**config.mk**
```make
export PLATFORM = sky130hd
export DESIGN_NAME = ibex_rf_wport_arbiter_flat
export DESIGN_NICKNAME = d
export VERILOG_FILES = /design/src/rtl/ibex_rf_arb_pkg.sv /design/src/rtl/ibex_rf_wport_arbiter_if.sv /design/src/rtl/ibex_rf_scoreboard.sv /design/src/rtl/ibex_rf_wport_arbiter.sv /design/src/flat_wrapper.sv
export SDC_FILE = /design/constraint.sdc
export NUM_CORES = 1
export LEC_CHECK = 0
export ABC_AREA = 1
export CORE_MARGIN = 8
export CORE_UTILIZATION = 40
export DETAILED_ROUTE_END_ITERATION = 8
export PLACE_DENSITY = 0.85
export SLEW_MARGIN = 20
export SYNTH_ARGS = -nofsm -noshare
export SYNTH_HDL_FRONTEND = slang
export SYNTH_SLANG_ARGS = --single-unit
export TNS_END_PERCENT = 10
```
**constraint.sdc**
```tcl
create_clock -name clk_i -period 3.3 [get_ports clk_i]
set_clock_uncertainty 0.2 [all_clocks]
set_input_delay 0.66 -clock clk_i [delete_from_list [all_inputs] [get_ports clk_i]]
set_output_delay 0.66 -clock clk_i [all_outputs]
set_load 0.01 [all_outputs]
```
**src/rtl/ibex_rf_arb_pkg.sv**
```systemverilog
// Shared types and helpers for the register-file write-port arbiter.
// Arbiter priority state, register address width, register count.
package ibex_rf_arb_pkg;

  localparam int unsigned RegAddrW = 5;

  typedef enum logic {
    PRIO_A = 1'b0,
    PRIO_B = 1'b1
  } arb_state_e;

  function automatic int unsigned NumRegs(input bit rv32e);
    return rv32e ? 32'd16 : 32'd32;
  endfunction

endpackage

```
**src/rtl/ibex_rf_wport_arbiter_if.sv**
```systemverilog
// Writeback requesters, pending-set, hazard lookup and RF write bundle.
// slave: arbiter side; master: requester/RF side.
interface ibex_rf_wport_arbiter_if #(
  parameter int unsigned DataWidth = 32
) ();
  import ibex_rf_arb_pkg::*;

  logic                 a_req_i;
  logic [RegAddrW-1:0]  a_addr_i;
  logic [DataWidth-1:0] a_wdata_i;
  logic                 a_gnt_o;
  logic                 b_req_i;
  logic [RegAddrW-1:0]  b_addr_i;
  logic [DataWidth-1:0] b_wdata_i;
  logic                 b_gnt_o;
  logic                 pend_set_i;
  logic [RegAddrW-1:0]  pend_addr_i;
  logic [RegAddrW-1:0]  raddr_a_i;
  logic [RegAddrW-1:0]  raddr_b_i;
  logic                 hazard_a_o;
  logic                 hazard_b_o;
  logic [RegAddrW-1:0]  rf_waddr_o;
  logic [DataWidth-1:0] rf_wdata_o;
  logic                 rf_we_o;
  logic                 err_o;

  modport slave (
    input  a_req_i, a_addr_i, a_wdata_i,
    input  b_req_i, b_addr_i, b_wdata_i,
    input  pend_set_i, pend_addr_i,
    input  raddr_a_i, raddr_b_i,
    output a_gnt_o, b_gnt_o,
    output hazard_a_o, hazard_b_o,
    output rf_waddr_o, rf_wdata_o, rf_we_o,
    output err_o
  );

  modport master (
    output a_req_i, a_addr_i, a_wdata_i,
    output b_req_i, b_addr_i, b_wdata_i,
    output pend_set_i, pend_addr_i,
    output raddr_a_i, raddr_b_i,
    input  a_gnt_o, b_gnt_o,
    input  hazard_a_o, hazard_b_o,
    input  rf_waddr_o, rf_wdata_o, rf_we_o,
    input  err_o
  );

endinterface

```
**src/rtl/ibex_rf_scoreboard.sv**
```systemverilog
// Pending bits for registers awaiting a long-latency write, hazard lookups.
// Ports: set/clear requests, two read addresses, hazards, error term (comb).
module ibex_rf_scoreboard
  import ibex_rf_arb_pkg::*;
#(
  parameter bit RV32E = 1'b0
) (
  input  logic                clk_i,
  input  logic                rst_ni,
  input  logic                set_i,
  input  logic [RegAddrW-1:0] set_addr_i,
  input  logic                clr_i,
  input  logic [RegAddrW-1:0] clr_addr_i,
  input  logic [RegAddrW-1:0] raddr_a_i,
  input  logic [RegAddrW-1:0] raddr_b_i,
  output logic                hazard_a_o,
  output logic                hazard_b_o,
  output logic                err_o
);

  localparam int unsigned NR = NumRegs(RV32E);

  logic [2**RegAddrW-1:0] pend_q, pend_d;
  logic set_en, clr_en, same;

  // x0 and out-of-range registers are never tracked
  assign set_en = set_i && (set_addr_i != '0)
               && (32'(set_addr_i) < NR);
  assign clr_en = clr_i && (clr_addr_i != '0);
  assign same   = clr_en && (clr_addr_i == set_addr_i);

  // set applied last so it wins over a same-cycle clear
  always_comb begin
    pend_d = pend_q;
    if (clr_en) pend_d[clr_addr_i] = 1'b0;
    if (set_en) pend_d[set_addr_i] = 1'b1;
  end

  always_ff @(posedge clk_i or negedge rst_ni) begin
    if (!rst_ni) pend_q <= '0;
    else         pend_q <= pend_d;
  end

  assign hazard_a_o = pend_q[raddr_a_i];
  assign hazard_b_o = pend_q[raddr_b_i];

  assign err_o = (clr_en && !pend_q[clr_addr_i])
              || (set_en && pend_q[set_addr_i] && !same);

endmodule

```
**src/rtl/ibex_rf_wport_arbiter.sv**
```systemverilog
// Shares the RF write port between requester A and B, tracks pending B writes.
// Ports: clk_i, rst_ni, bus (slave). Macro IBEX_RF_ARB_STARVE_GUARD_EN enables B anti-starvation.
module ibex_rf_wport_arbiter
  import ibex_rf_arb_pkg::*;
#(
  parameter bit          RV32E     = 1'b0,
  parameter int unsigned DataWidth = 32,
  parameter int unsigned MaxWait   = 3
) (
  input logic                    clk_i,
  input logic                    rst_ni,
  ibex_rf_wport_arbiter_if.slave bus
);

  logic a_gnt, b_gnt, prio_b;
  logic sb_err, addr_err, err_q;
  logic [RegAddrW-1:0]  waddr;
  logic [DataWidth-1:0] wdata;

`ifdef IBEX_RF_ARB_STARVE_GUARD_EN
  localparam int unsigned CntW = $clog2(MaxWait + 1);
  localparam logic [CntW-1:0] CntMax = CntW'(MaxWait);

  arb_state_e state_q, state_d;
  logic [CntW-1:0] cnt_q, cnt_d;

  always_ff @(posedge clk_i or negedge rst_ni) begin
    if (!rst_ni) begin
      state_q <= PRIO_A;
      cnt_q   <= '0;
    end else begin
      state_q <= state_d;
      cnt_q   <= cnt_d;
    end
  end

  always_comb begin
    state_d = state_q;
    cnt_d   = cnt_q;
    unique case (state_q)
      PRIO_A: begin
        if (b_gnt) begin
          cnt_d = '0;
        end else if (bus.b_req_i) begin
          if (cnt_q != CntMax) cnt_d = cnt_q + CntW'(1);
          if (cnt_d == CntMax) state_d = PRIO_B;
        end
      end
      PRIO_B: begin
        if (b_gnt || !bus.b_req_i) begin
          state_d = PRIO_A;
          cnt_d   = '0;
        end
      end
    endcase
  end

  assign prio_b = (state_q == PRIO_B);
`else
  logic unused_max_wait;
  assign unused_max_wait = ^MaxWait;
  assign prio_b = 1'b0;
`endif

  assign a_gnt = bus.a_req_i && !(bus.b_req_i && prio_b);
  assign b_gnt = bus.b_req_i && !(bus.a_req_i && !prio_b);

  always_comb begin
    waddr = '0;
    wdata = '0;
    unique case (1'b1)
      a_gnt: begin
        waddr = bus.a_addr_i;
        wdata = bus.a_wdata_i;
      end
      b_gnt: begin
        waddr = bus.b_addr_i;
        wdata = bus.b_wdata_i;
      end
      default: ;
    endcase
  end

  ibex_rf_scoreboard #(
    .RV32E (RV32E)
  ) u_sb (
    .clk_i      (clk_i),
    .rst_ni     (rst_ni),
    .set_i      (bus.pend_set_i),
    .set_addr_i (bus.pend_addr_i),
    .clr_i      (b_gnt),
    .clr_addr_i (bus.b_addr_i),
    .raddr_a_i  (bus.raddr_a_i),
    .raddr_b_i  (bus.raddr_b_i),
    .hazard_a_o (bus.hazard_a_o),
    .hazard_b_o (bus.hazard_b_o),
    .err_o      (sb_err)
  );

  // upper half of the register space does not exist in RV32E
  assign addr_err = RV32E && (
      (bus.a_req_i    && bus.a_addr_i[RegAddrW-1])
   || (bus.b_req_i    && bus.b_addr_i[RegAddrW-1])
   || (bus.pend_set_i && bus.pend_addr_i[RegAddrW-1]));

  always_ff @(posedge clk_i or negedge rst_ni) begin
    if (!rst_ni)                  err_q <= 1'b0;
    else if (sb_err || addr_err)  err_q <= 1'b1;
  end

  assign bus.a_gnt_o    = a_gnt;
  assign bus.b_gnt_o    = b_gnt;
  assign bus.rf_we_o    = a_gnt | b_gnt;
  assign bus.rf_waddr_o = waddr;
  assign bus.rf_wdata_o = wdata;
  assign bus.err_o      = err_q;

endmodule
```
**src/flat_wrapper.sv**
```systemverilog
// flat-port wrapper written by rule: the top's interface ports become plain ports
module ibex_rf_wport_arbiter_flat import ibex_rf_arb_pkg::*;
#(
  parameter bit          RV32E     = 1'b0,
  parameter int unsigned DataWidth = 32,
  parameter int unsigned MaxWait   = 3
)
  (clk_i, rst_ni, bus_a_req_i, bus_a_addr_i, bus_a_wdata_i, bus_b_req_i, bus_b_addr_i, bus_b_wdata_i, bus_pend_set_i, bus_pend_addr_i, bus_raddr_a_i, bus_raddr_b_i, bus_a_gnt_o, bus_b_gnt_o, bus_hazard_a_o, bus_hazard_b_o, bus_rf_waddr_o, bus_rf_wdata_o, bus_rf_we_o, bus_err_o);
  ibex_rf_wport_arbiter_if #(.DataWidth(DataWidth)) bus_i ();
  input logic clk_i;
  input logic rst_ni;
  input wire logic [$bits(bus_i.a_req_i)-1:0] bus_a_req_i;
  input wire logic [$bits(bus_i.a_addr_i)-1:0] bus_a_addr_i;
  input wire logic [$bits(bus_i.a_wdata_i)-1:0] bus_a_wdata_i;
  input wire logic [$bits(bus_i.b_req_i)-1:0] bus_b_req_i;
  input wire logic [$bits(bus_i.b_addr_i)-1:0] bus_b_addr_i;
  input wire logic [$bits(bus_i.b_wdata_i)-1:0] bus_b_wdata_i;
  input wire logic [$bits(bus_i.pend_set_i)-1:0] bus_pend_set_i;
  input wire logic [$bits(bus_i.pend_addr_i)-1:0] bus_pend_addr_i;
  input wire logic [$bits(bus_i.raddr_a_i)-1:0] bus_raddr_a_i;
  input wire logic [$bits(bus_i.raddr_b_i)-1:0] bus_raddr_b_i;
  output wire logic [$bits(bus_i.a_gnt_o)-1:0] bus_a_gnt_o;
  output wire logic [$bits(bus_i.b_gnt_o)-1:0] bus_b_gnt_o;
  output wire logic [$bits(bus_i.hazard_a_o)-1:0] bus_hazard_a_o;
  output wire logic [$bits(bus_i.hazard_b_o)-1:0] bus_hazard_b_o;
  output wire logic [$bits(bus_i.rf_waddr_o)-1:0] bus_rf_waddr_o;
  output wire logic [$bits(bus_i.rf_wdata_o)-1:0] bus_rf_wdata_o;
  output wire logic [$bits(bus_i.rf_we_o)-1:0] bus_rf_we_o;
  output wire logic [$bits(bus_i.err_o)-1:0] bus_err_o;
  assign bus_i.a_req_i = bus_a_req_i;
  assign bus_i.a_addr_i = bus_a_addr_i;
  assign bus_i.a_wdata_i = bus_a_wdata_i;
  assign bus_i.b_req_i = bus_b_req_i;
  assign bus_i.b_addr_i = bus_b_addr_i;
  assign bus_i.b_wdata_i = bus_b_wdata_i;
  assign bus_i.pend_set_i = bus_pend_set_i;
  assign bus_i.pend_addr_i = bus_pend_addr_i;
  assign bus_i.raddr_a_i = bus_raddr_a_i;
  assign bus_i.raddr_b_i = bus_raddr_b_i;
  assign bus_a_gnt_o = bus_i.a_gnt_o;
  assign bus_b_gnt_o = bus_i.b_gnt_o;
  assign bus_hazard_a_o = bus_i.hazard_a_o;
  assign bus_hazard_b_o = bus_i.hazard_b_o;
  assign bus_rf_waddr_o = bus_i.rf_waddr_o;
  assign bus_rf_wdata_o = bus_i.rf_wdata_o;
  assign bus_rf_we_o = bus_i.rf_we_o;
  assign bus_err_o = bus_i.err_o;
  ibex_rf_wport_arbiter #(.RV32E(RV32E), .DataWidth(DataWidth), .MaxWait(MaxWait)) u_core (.clk_i(clk_i), .rst_ni(rst_ni), .bus(bus_i));
endmodule
```
==> impl_results.rst <==
.. list-table::
   :header-rows: 1

   * - Metric
     - Value
   * - Result of the run
     - completed
   * - Cell area after placement
     - 4670 um2
   * - # clock sinks
     - 33
   * - Data required time of the critical path
     - 2.44 ns
   * - Root buffer cell
     - sky130_fd_sc_hd__clkbuf_8
   * - Post-CTS Resized
     - 2
   * - Number of failing hold endpoints at the final stage
     - 0
   * - Critical Path Fanout Max
     - 19
   * - Minimum clock period
     - approximately 3.2 ns
   * - Max-Cap Viols
     - 0
   * - Cts bufs inserted
     - 5
   * - Buffer depth of the longest clock path
     - 2
   * - Wirelength per Cell
     - roughly 19 um
   * - Pins Over Slew Limit
     - 0
   * - Clock latency on the worst-skew pair
     - about 0.30 ns
   * - Highest ir drop seen on vdd
     - around 0.18 mV
   * - Post-synthesis area per instance
     - roughly 6.1 um2
   * - Inserted Diodes
     - 0
   * - Standard cell core area
     - approximately 7700 um2
   * - Total instance count after detailed placement
     - between 700 and 800
   * - Maximum number of pins on one net before global-route repair
     - 40
   * - Leakage component of the power
     - between 2 and 2.5 nW
   * - Number of synthesized register bits
     - 33
   * - Wire length after detailed routing
     - around 14,000 um
   * - Yosys warnings
     - 0
   * - Net count after synthesis
     - 611
   * - Proportion of synthesized chip area in sequential cells
     - 26.3%
   * - Worst hold slack after final layout
     - ~0.28 ns
   * - DRT iter0 DRCs
     - ~520
   * - Global-route usage over all layers
     - between 20% and 30%
   * - Count of pins on the block boundary
     - about 140
   * - Unrepaired setup endpoints after global routing
     - no
   * - TritonCTS clock tree
     - yes
   * - Residual DRC count
     - 0
   * - Critical path launch point type
     - input pin
   * - Placement row count
     - 32
   * - Total via count after detailed routing
     - around 4,300
   * - Setup slack after placement
     - -0.0403 ns
   * - Area growth from synthesis to final layout
     - 53.0%
   * - Most frequent standard cell in the layout excluding fill and tap cells
     - sky130_fd_sc_hd__nand2_1
   * - Leading cell types in the layout, fill and taps excluded
     - sky130_fd_sc_hd__nand2_1, sky130_fd_sc_hd__clkdlybuf4s50_1, sky130_fd_sc_hd__o21ai_0
   * - H-tree levels
     - 2
   * - Synthesized netlist cell count
     - 517
   * - Via/cell ratio
     - roughly 5.6
   * - Wire length of the first global-routing pass
     - between 20,000 and 25,000 um
   * - Antenna viol nets, final
     - 0
   * - Transition time at the pin with the least slew margin
     - about 0.50 ns
   * - Initial cell density of the core
     - between 40 and 50%
   * - Final GP Congestion
     - slightly below 1
   * - Post-CTS Setup Inserts
     - 0
   * - Overall die area
     - 10,900 um2
   * - Worst hold path type
     - flop to flop
   * - Worst relative slew slack
     - roughly two thirds
   * - Netlist cell types
     - 25
   * - Path type of the worst setup path
     - input pin to output pin
   * - Die extent in x
     - 105 um
   * - Final Instance Area
     - just under 5000 um2
   * - Final setup violating endpoints
     - 0
   * - Synthesized area
     - around 3100 um2
   * - Data arrival at the endpoint of the critical path
     - 2.34 ns
   * - Maximum operating frequency
     - between 300 and 400 MHz
   * - Final period util
     - 97.1%
   * - Vias in the first global route
     - 4,200
   * - Number of hold buffers added after CTS
     - 0
   * - Crit path capture type
     - output pin
   * - Die Height
     - ~100 um
   * - Overall power of the completed layout
     - 1.74 mW
   * - DRT Pass-1 Iters
     - 6
   * - DPL Wire Length
     - about 11,000 um
   * - Worst setup slack after layout
     - 0.0964 ns
   * - Overflow left after global routing
     - 0
   * - Fraction of final layout cells sized beyond drive strength 1
     - 5.65%
   * - P per Cell Area
     - 362 nW/um2
   * - Number of antenna violations at the first check in global routing
     - 0
   * - Clock transition at the register clock pins on the worst setup and hold paths after CTS
     - 0.07 ns
   * - Port bufs
     - approximately 140
   * - Total number of nets in the final design
     - ~750
   * - Final cell count without fillers
     - about 760
[cell type report]
class | count | area, um2
clock inverters | 3 | 46.3
inverters | 60 | 225
fillers | 675 | 2880
multi-input cells | 398 | 1960
repair buffers | 156 | 1550
flip-flops and latches | 33 | 826
well taps | 102 | 128
clock buffers | 5 | 68.8
[final timing paths]
path | start | slack [ns] | depth (start not counted) | end
max | bus_b_req_i | 0.1 | 6 | bus_rf_wdata_o[9]
min | u_core.u_sb.pend_q[0] | 0.28 | 0 | u_core.u_sb.pend_q[0]
max reg2reg | u_core.u_sb.pend_q[7] | 1.75 | 10 | u_core.bus.err_o
min reg2reg | u_core.u_sb.pend_q[0] | 0.28 | 0 | u_core.u_sb.pend_q[0]
max in group asynchronous | rst_ni | 2.03 | 2 | u_core.u_sb.pend_q[31]
min in group asynchronous | rst_ni | 0.56 | 2 | u_core.u_sb.pend_q[23]
[cell families (layout without fill, tap and decap cells)]
family                    count (synthesis)  count (layout)  synth area share [%]
buffers and inverters                    86             224                  11.3
xor gates and xnor gates                  5               5                  1.39
and+or+nand+nor                         221             221                  28.8
AOI/OAI and AO/OA                       172             172                  32.3
DFF                                      33              33                  26.3
[layer usage]
layer / up-vias / GRT usage (%) / wire, um
met4: 0 / 6.93 / 383
met3: 41 / 7.49 / 1650
li1: 2014 / - / -
met1: 1912 / 31.0 / 5590
met5: - / 0 / 0
met2: 310 / 41.8 / 6620
[cell usage after synthesis]
cell type                  count  share of area (%)
sky130_fd_sc_hd__nand2_1     150                 18
sky130_fd_sc_hd__o21ai_0      95                 15
sky130_fd_sc_hd__inv_1        56                6.7
sky130_fd_sc_hd__nand3_1      40                6.4
sky130_fd_sc_hd__dfrtp_1      33                 26
sky130_fd_sc_hd__a22o_1       32                8.9
sky130_fd_sc_hd__a21oi_1      30                4.8
sky130_fd_sc_hd__nor2_1       17                2.0
sky130_fd_sc_hd__buf_2        10                1.6
sky130_fd_sc_hd__clkbuf_1      9                1.1
sky130_fd_sc_hd__nor3_1        9                1.4
sky130_fd_sc_hd__o31ai_1       7                1.7
sky130_fd_sc_hd__o211ai_1      6                1.4
sky130_fd_sc_hd__buf_4         3               0.72
sky130_fd_sc_hd__inv_2         3               0.36
sky130_fd_sc_hd__xnor2_1       3               0.84
sky130_fd_sc_hd__buf_1         2               0.24
sky130_fd_sc_hd__nand4_1       2               0.40
sky130_fd_sc_hd__nor2_2        2               0.40
sky130_fd_sc_hd__o21ai_1       2               0.32
sky130_fd_sc_hd__xor2_1        2               0.56
sky130_fd_sc_hd__buf_6         1               0.36
sky130_fd_sc_hd__clkbuf_2      1               0.16
sky130_fd_sc_hd__clkinv_1      1               0.12
sky130_fd_sc_hd__or2_2         1               0.20
[critical path: stages]
cell and delay, ns:
sky130_fd_sc_hd__clkdlybuf4s50_1 0.48, sky130_fd_sc_hd__inv_1 0.05, sky130_fd_sc_hd__nor2_2 0.13, sky130_fd_sc_hd__buf_4 0.26
sky130_fd_sc_hd__a22o_1 0.20, sky130_fd_sc_hd__clkdlybuf4s50_1 0.56
[where the power goes]
part	internal (mW)	switching, mW
Clock	0.226	0.171
Combinational	0.342	0.379
Sequential	0.495	0.127
Total	1.06	0.677
[state kept, by name (all words and copies together), names as in the netlist]
signal	count
u_core.u_sb.pend_q	32
u_core.bus.err_o	1
[through the flow]
step,utilization (%),setup TNS (ns)
6_report,62.5,0
5_1_grt,62.5,0
4_1_cts,62.2,-0.0199
3_5_place_dp,60.7,-0.0686
3_3_place_gp,60.7,-0.00801
2_1_floorplan,-,0
(Power assumes the default switching activity.)
